**src/rtl/unidad_busqueda.sv**
```systemverilog
// Instruction fetch unit: requests a word at pc, hands it to decode,
// then steps pc (sequential, jump or taken branch). A memory timeout is sticky.
//
// Ports:
//   clk, reset           : clock, synchronous active-high reset
//   mem_dir, mem_leer    : instruction memory address / read request
//   mem_dato, mem_listo  : memory read data / data valid
//   instruccion          : fetched word to decode
//   instr_valida         : instruccion holds a valid word
//   instr_tomada         : decode accepts instruccion this cycle
//   Salto, dir_salto     : unconditional jump and its 26-bit target
//   SaltoCond, Zero      : conditional branch, taken when Zero is set
//   desplazamiento       : sign-extended branch offset in words
//   pc_actual, pc_mas4   : pc of instruccion, and pc + 4
//   error_mem            : sticky memory-timeout flag
module unidad_busqueda #(
  parameter logic [31:0] PC_INICIO     = 32'h0000_0000,
  parameter int          LIMITE_ESPERA = 16
) (
  input  logic        clk,
  input  logic        reset,
  output logic [31:0] mem_dir,
  output logic        mem_leer,
  input  logic [31:0] mem_dato,
  input  logic        mem_listo,
  output logic [31:0] instruccion,
  output logic        instr_valida,
  input  logic        instr_tomada,
  input  logic        Salto,
  input  logic [25:0] dir_salto,
  input  logic        SaltoCond,
  input  logic        Zero,
  input  logic [31:0] desplazamiento,
  output logic [31:0] pc_actual,
  output logic [31:0] pc_mas4,
  output logic        error_mem
);

  localparam int W = $clog2(LIMITE_ESPERA + 1);

  typedef enum logic [1:0] {
    BUSCA   = 2'd0,
    ENTREGA = 2'd1,
    ERROR   = 2'd2
  } estado_t;

  estado_t        r_estado;
  estado_t        w_estado_sig;
  logic [31:0]    r_pc;
  logic [31:0]    r_instr;
  logic [W-1:0]   r_espera;
  logic           r_error;

  logic [31:0]    w_pc_mas4;
  logic [31:0]    w_pc_sig;
  logic [W-1:0]   w_espera_sig;
  logic           w_timeout;

  assign w_pc_mas4    = r_pc + 32'd4;
  assign w_espera_sig = r_espera + W'(1);
  // The miss in this cycle is the one that exhausts the budget.
  assign w_timeout    = !mem_listo &&
                        (w_espera_sig == W'(LIMITE_ESPERA));

  always_comb begin
    w_pc_sig = w_pc_mas4;
    if (Salto)
      w_pc_sig = {w_pc_mas4[31:28], dir_salto, 2'b00};
    else if (SaltoCond && Zero)
      w_pc_sig = w_pc_mas4 + (desplazamiento << 2);
  end

  // State register
  always_ff @(posedge clk) begin
    if (reset)
      r_estado <= BUSCA;
    else
      r_estado <= w_estado_sig;
  end

  // Next-state logic
  always_comb begin
    w_estado_sig = r_estado;
    unique case (r_estado)
      BUSCA: begin
        if (mem_listo)
          w_estado_sig = ENTREGA;
        else if (w_timeout)
          w_estado_sig = ERROR;
      end
      ENTREGA: begin
        if (instr_tomada)
          w_estado_sig = BUSCA;
      end
      ERROR:   w_estado_sig = ERROR;
      default: w_estado_sig = BUSCA;
    endcase
  end

  // Outputs; the read request is gated so nothing is issued while in reset.
  always_comb begin
    mem_leer     = (r_estado == BUSCA) && !reset;
    instr_valida = (r_estado == ENTREGA);
  end

  // Datapath
  always_ff @(posedge clk) begin
    if (reset) begin
      r_pc     <= PC_INICIO;
      r_instr  <= 32'd0;
      r_espera <= '0;
      r_error  <= 1'b0;
    end else begin
      unique case (r_estado)
        BUSCA: begin
          if (mem_listo) begin
            r_instr  <= mem_dato;
            r_espera <= '0;
          end else begin
            r_espera <= w_espera_sig;
            if (w_timeout)
              r_error <= 1'b1;
          end
        end
        ENTREGA: begin
          if (instr_tomada)
            r_pc <= w_pc_sig;
        end
        default: ;
      endcase
    end
  end

  assign mem_dir     = r_pc;
  assign pc_actual   = r_pc;
  assign pc_mas4     = w_pc_mas4;
  assign instruccion = r_instr;
  assign error_mem   = r_error;

endmodule

```
**config.mk**
```make
export PLATFORM = sky130hd
export DESIGN_NAME = unidad_busqueda
export DESIGN_NICKNAME = d
export VERILOG_FILES = /design/src/rtl/unidad_busqueda.sv
export SDC_FILE = /design/constraint.sdc
export NUM_CORES = 1
export LEC_CHECK = 0
export BUFFER_PORTS_ARGS = -buffer_cell sky130_fd_sc_hd__buf_2
export CAP_MARGIN = 20
export CORE_ASPECT_RATIO = 1.5
export CORE_MARGIN = 2
export CORE_UTILIZATION = 45
export DETAILED_ROUTE_END_ITERATION = 12
export PLACE_DENSITY = 0.73
export SLEW_MARGIN = 15
export SYNTH_ARGS = -nofsm -noshare
export SYNTH_HDL_FRONTEND = slang
export SYNTH_SLANG_ARGS = --single-unit
```
**constraint.sdc**
```tcl
create_clock -name clk -period 3.8 [get_ports clk]
set_input_delay 0.19 -clock clk [delete_from_list [all_inputs] [get_ports clk]]
set_output_delay 0.19 -clock clk [all_outputs]
set_load 0.05 [all_outputs]
```
**Word-level counts from Yosys, hierarchy flattened**

Cells that the tools add are included.

- $add $sub $neg: 3
- Equality and inequality tests: 5
- Mux-type cells: 7
- Bitwise logic cells: 1
- Reduce and logical (&&, ||, !) cells: 10

Operators with widths:

| kind | count |
|---|---|
| two-way mux 32 bit | 2 |
| adder 32 x 3 -> 32 bit (second input constant) | 1 |
| adder 32 bit | 1 |
| two-way mux 2 bit | 3 |
| case mux 2 bit (3 select lines) | 1 |
| AND reduction 2 bit | 3 |
| adder 5 x 1 -> 5 bit (second input constant) | 1 |
| equality test 5 bit (second input constant) | 1 |
| two-way mux 5 bit | 1 |
| logical AND 1 bit | 3 |
| inequality test 3 bit (second input constant) | 1 |
| AND reduction 3 bit | 1 |
| equality test 2 x 1 -> 1 bit (second input constant) | 1 |
| equality test 2 bit (second input constant) | 1 |
| logical NOT 1 bit | 2 |
| logical NOT 2 bit | 1 |
| inequality test 2 x 1 -> 1 bit (second input constant) | 1 |
| NOT 1 bit | 1 |

- Register bits: 72
- Bits of input ports: 97
- Output and inout port bits: 131
- Word-level logic and storage cells: 31

**Logic depth before layout (Yosys ltp)**

- Depth in word-level cells: 6
- Gate-level depth with buffers: 18
- Depth with buffers taken out: 16

**Worst setup path before layout**

OpenSTA, ideal clock, no wires.

- Path kind: flip-flop to flip-flop
- Start point: reg r_pc[2], in the netlist mem_dir[2]
- End point: reg r_pc[21], in the netlist mem_dir[21]
- Setup time: 0.117 ns
- Data arrival time: 4.360 ns
- Data required time: 3.683 ns
- Setup slack: -0.677 ns
- Cell stages (with the launch flop): 16
- Path buffers: 1
- Period minus slack after synthesis: 4.477 ns
- Cells stage by stage: dfxtp_1 -> ha_1 -> and4_1 -> and3_1 -> buf_2 -> nand3_1 -> xnor2_1 -> ha_1 -> and3_1 -> and4_1 -> a211oi_1 -> o21ai_0 -> a21oi_1 -> xor2_1 -> a21oi_1 -> a22o_1

- Word-level cells in the longest chain between the ends: 4

Ends and longest elaborated chain:

| element | line | RTL |
|---|---|---|
| from (decl) | 49 | `logic [31:0] r_pc;` |
| from (signal assigned) | 127 | `r_pc <= w_pc_sig;` |
| adder 32 x 3 -> 32 bit | 59 | `assign w_pc_mas4 = r_pc + 32'd4;` |
| named net pc_mas4[14] | 35 | `output logic [31:0] pc_mas4,` |
| adder 32 bit | 70 | `w_pc_sig = w_pc_mas4 + (desplazamiento << 2);` |
| two-way mux 32 bit | 69 | `else if (SaltoCond && Zero)` |
| two-way mux 32 bit | 67 | `if (Salto)` |

The timed path passes the listed nets, and every way through them passes these cells.
A chain may end at the register's enable or synchronous reset.

**Worst setup path in the final report**

- Start point: reg r_pc[2], in the netlist mem_dir[2]
- End point: reg r_pc[29], in the netlist mem_dir[29]

- Word-level cells in the longest chain between the ends: 4

Ends and longest elaborated chain:

| element | line |
|---|---|
| adder 32 x 3 -> 32 bit * | 59 |
| adder 32 bit | 70 |
| two-way mux 32 bit | 69 |
| two-way mux 32 bit * | 67 |

Every way passes the cells marked *; elsewhere a longest branch is shown, timed or not.

==> flow_metrics.env <==
export IMPL_status="complete, no violations"
export IMPL_post_cts_setup_buffers=0
export IMPL_fmax_mhz=274
export IMPL_drive_gt1_share_pct=35.0
export IMPL_path_class="register to register"
export IMPL_ant_nets=0
export IMPL_ys_ff_latch=70
export IMPL_wl_per_cell_um=16.9
export IMPL_io_pins=228
export IMPL_synth_ff_type="dfxtp_1"
export IMPL_yosys_warnings=0
export IMPL_tns_ps=0
export IMPL_root_buffer="clkbuf_16"
export IMPL_htree_levels=3
export IMPL_synth_area_leaders="dfxtp_1 (25%), a21oi_1 (9.1%), nand2_1 (8.7%)"
export IMPL_dieHeight_um=140
export IMPL_clk_pin_slew_ps=70
export IMPL_ys_seq_area_share_pct=25.3
export IMPL_start_util_pct=46.1
export IMPL_utilization_pct=60.4
export IMPL_reg2reg_slack_ps=150
export IMPL_async_flop_share_pct=0
export IMPL_synthCells=746
export IMPL_cts_tree="built"
export IMPL_p_leak_nw=3.60
export IMPL_worstSetupEndpointType="register"
export IMPL_finalWeightedCongestion=0.951
export IMPL_drc=0
export IMPL_antenna_found_initial=1
export IMPL_holdBufCountCts=0
export IMPL_maxSlewHeadroom_pct=52.7
export IMPL_min_from="mem_dato[23]"
export IMPL_cts_resized=0
export IMPL_reg2reg_from="mem_dir[2]"
export IMPL_portBuffers=219
export IMPL_grt_overflow_total=0
export IMPL_path_max_fanout=8
export IMPL_vias=6220
export IMPL_ff_latch_area_um2=1420
export IMPL_grt_first_pass_wirelength_mm=29.1
export IMPL_fp_coreArea_um2=12000
export IMPL_yosys_top_cells_count="nand2_1 (129), a21oi_1 (101), dfxtp_1 (70), nor2_1 (47), ha_1 (38)"
export IMPL_routed_wl_mm=18.7
export IMPL_drt_initial_drc_count=344
export IMPL_post_route_min_period_ps=3650
export IMPL_required_ps=4010
export IMPL_final_nets=1079
export IMPL_dr_pass1_iters=5
export IMPL_max_slew_worst_pin_slew_ps=707
export IMPL_setup_viol=0
export IMPL_multiInputGateArea_um2=3980
export IMPL_cap_viol_max_count=0
export IMPL_ys_types=68
export IMPL_nFillCells=1194
export IMPL_fin_crit_sh_pct=96.1
export IMPL_avgSynthCellArea_um2=7.43
export IMPL_synth_area_um2=5540
export IMPL_hp_class="input pin to register"
export IMPL_grt_max_degree=46
export IMPL_fin_skew_ps=7.65
export IMPL_fp_dieW_um=94.6
export IMPL_viasPerCell=5.64
export IMPL_hpwl_mm=14.2
export IMPL_arrival_ps=3860
export IMPL_drv_slew=0
export IMPL_synth_top_area_share_pct=25.3
export IMPL_clkLatencyLatePin_ps=340
export IMPL_synth_most_common_cell="nand2_1"
export IMPL_die_area_um2=13200
export IMPL_grt_pass1_vias=6043
export IMPL_std_cell_rows=49
export IMPL_cp_start_kind="register"
export IMPL_clockBufferDepth=2
export IMPL_cts_buffers=9
export IMPL_startpoint="mem_dir[2]"
export IMPL_synth_edff_count=0
export IMPL_syn2layout_area_growth_pct=31.1
export IMPL_yosys_area_top_type="dfxtp_1"
export IMPL_max_vdd_ir_drop_mv=0.264
export IMPL_grt_use_total_pct=27.8
export IMPL_p_total_mw=2.34
export IMPL_hold_viol=0
export IMPL_cts_sinks=70
export IMPL_p_per_area_nw_per_um2=323
[final timing paths]
kind                                   endpoint  depth (start not counted)
worst max-delay path                mem_dir[29]                         15
worst min-delay path            instruccion[23]                          3
worst max register to register      mem_dir[29]                         15
worst min register to register   instruccion[3]                          2
[metrics by stage]
stage / area [um2] / hold WS [ps] / worst slack (ps) / instances
after CTS: 7240 / 72.0 / 161 / 1101
after detailed placement: 6950 / 436 / 175 / 1085
after global placement: 6940 / 430 / 204 / 1084
after floorplan: 5820 / 326 / 28.1 / 751
after global routing: 7260 / 72.4 / -8.71 / 1101
final: 7260 / 77.5 / 149 / 1102
[worst max-delay path, cell delays in order (launching register included)]
cell and delay (ps):
dfxtp_2 400, ha_1 220, and4_2 300, and3_1 160, buf_4 180, nand3_1 190, xnor2_4 200, ha_1 330
and3_1 220, and4_1 210, a21oi_1 160, o211ai_1 120, nand2_2 160, o21ai_0 120, a211oi_1 390, o22ai_1 130
[where the power goes]
group	switching (mW)	internal (mW)	leakage, nW
clock	0.383	0.456	0.135
combinational	0.479	0.222	2.89
sequential	0.0347	0.769	0.577
total	0.896	1.45	3.60
[cell usage in the layout, fill, tap and decap left out, drive strengths merged, types with 21 or more instances in the layout]
cell type  Yosys  final
xor2          21     21
nand2        129    129
dfxtp         70     70
o21ai         34     34
buf           43    253
xnor2         30     30
nor2          48     48
ha            38     38
a21oi        101    101
[logic make-up (layout without fill, tap and decap cells)]
logic type | count (synthesis) | after routing | share of synthesized area, %
compound gates | 225 | 225 | 24.4
xor+xnor | 52 | 52 | 8.51
fa+ha+maj | 39 | 39 | 8.94
buf+inv | 79 | 276 | 8.02
flops | 70 | 70 | 25.3
mux | 3 | 3 | 0.564
other cells | 1 | 7 | 0.0677
simple gates | 277 | 277 | 24.2
[layout make-up]
cell class	count	share of cell area [%]
Tap cell	153	2.64
Inverter	7	0.362
Clock buffer	9	3.10
Timing Repair Buffer	253	18.7
Sequential cell	70	19.5
Multi-Input combinational cell	602	54.8
Clock inverter	7	0.844
Antenna cell	1	0.0345
[metal layers]
layer,share of wire [%],track usage [%],vias to the layer above,wire length (um)
li1,-,-,3023,-
met1,38,31.3,2862,7070
met4,3.8,11.9,0,710
met5,0,0,-,0
met3,7.3,6.13,56,1360
met2,51,49.5,279,9530
[registers in the layout, summed over array words and instances (netlist names)]
signal,flops
error_mem,1
instruccion,32
mem_dir,30
r_espera,5
r_estado,2
Note: power is estimated with default switching activity, not from simulation.
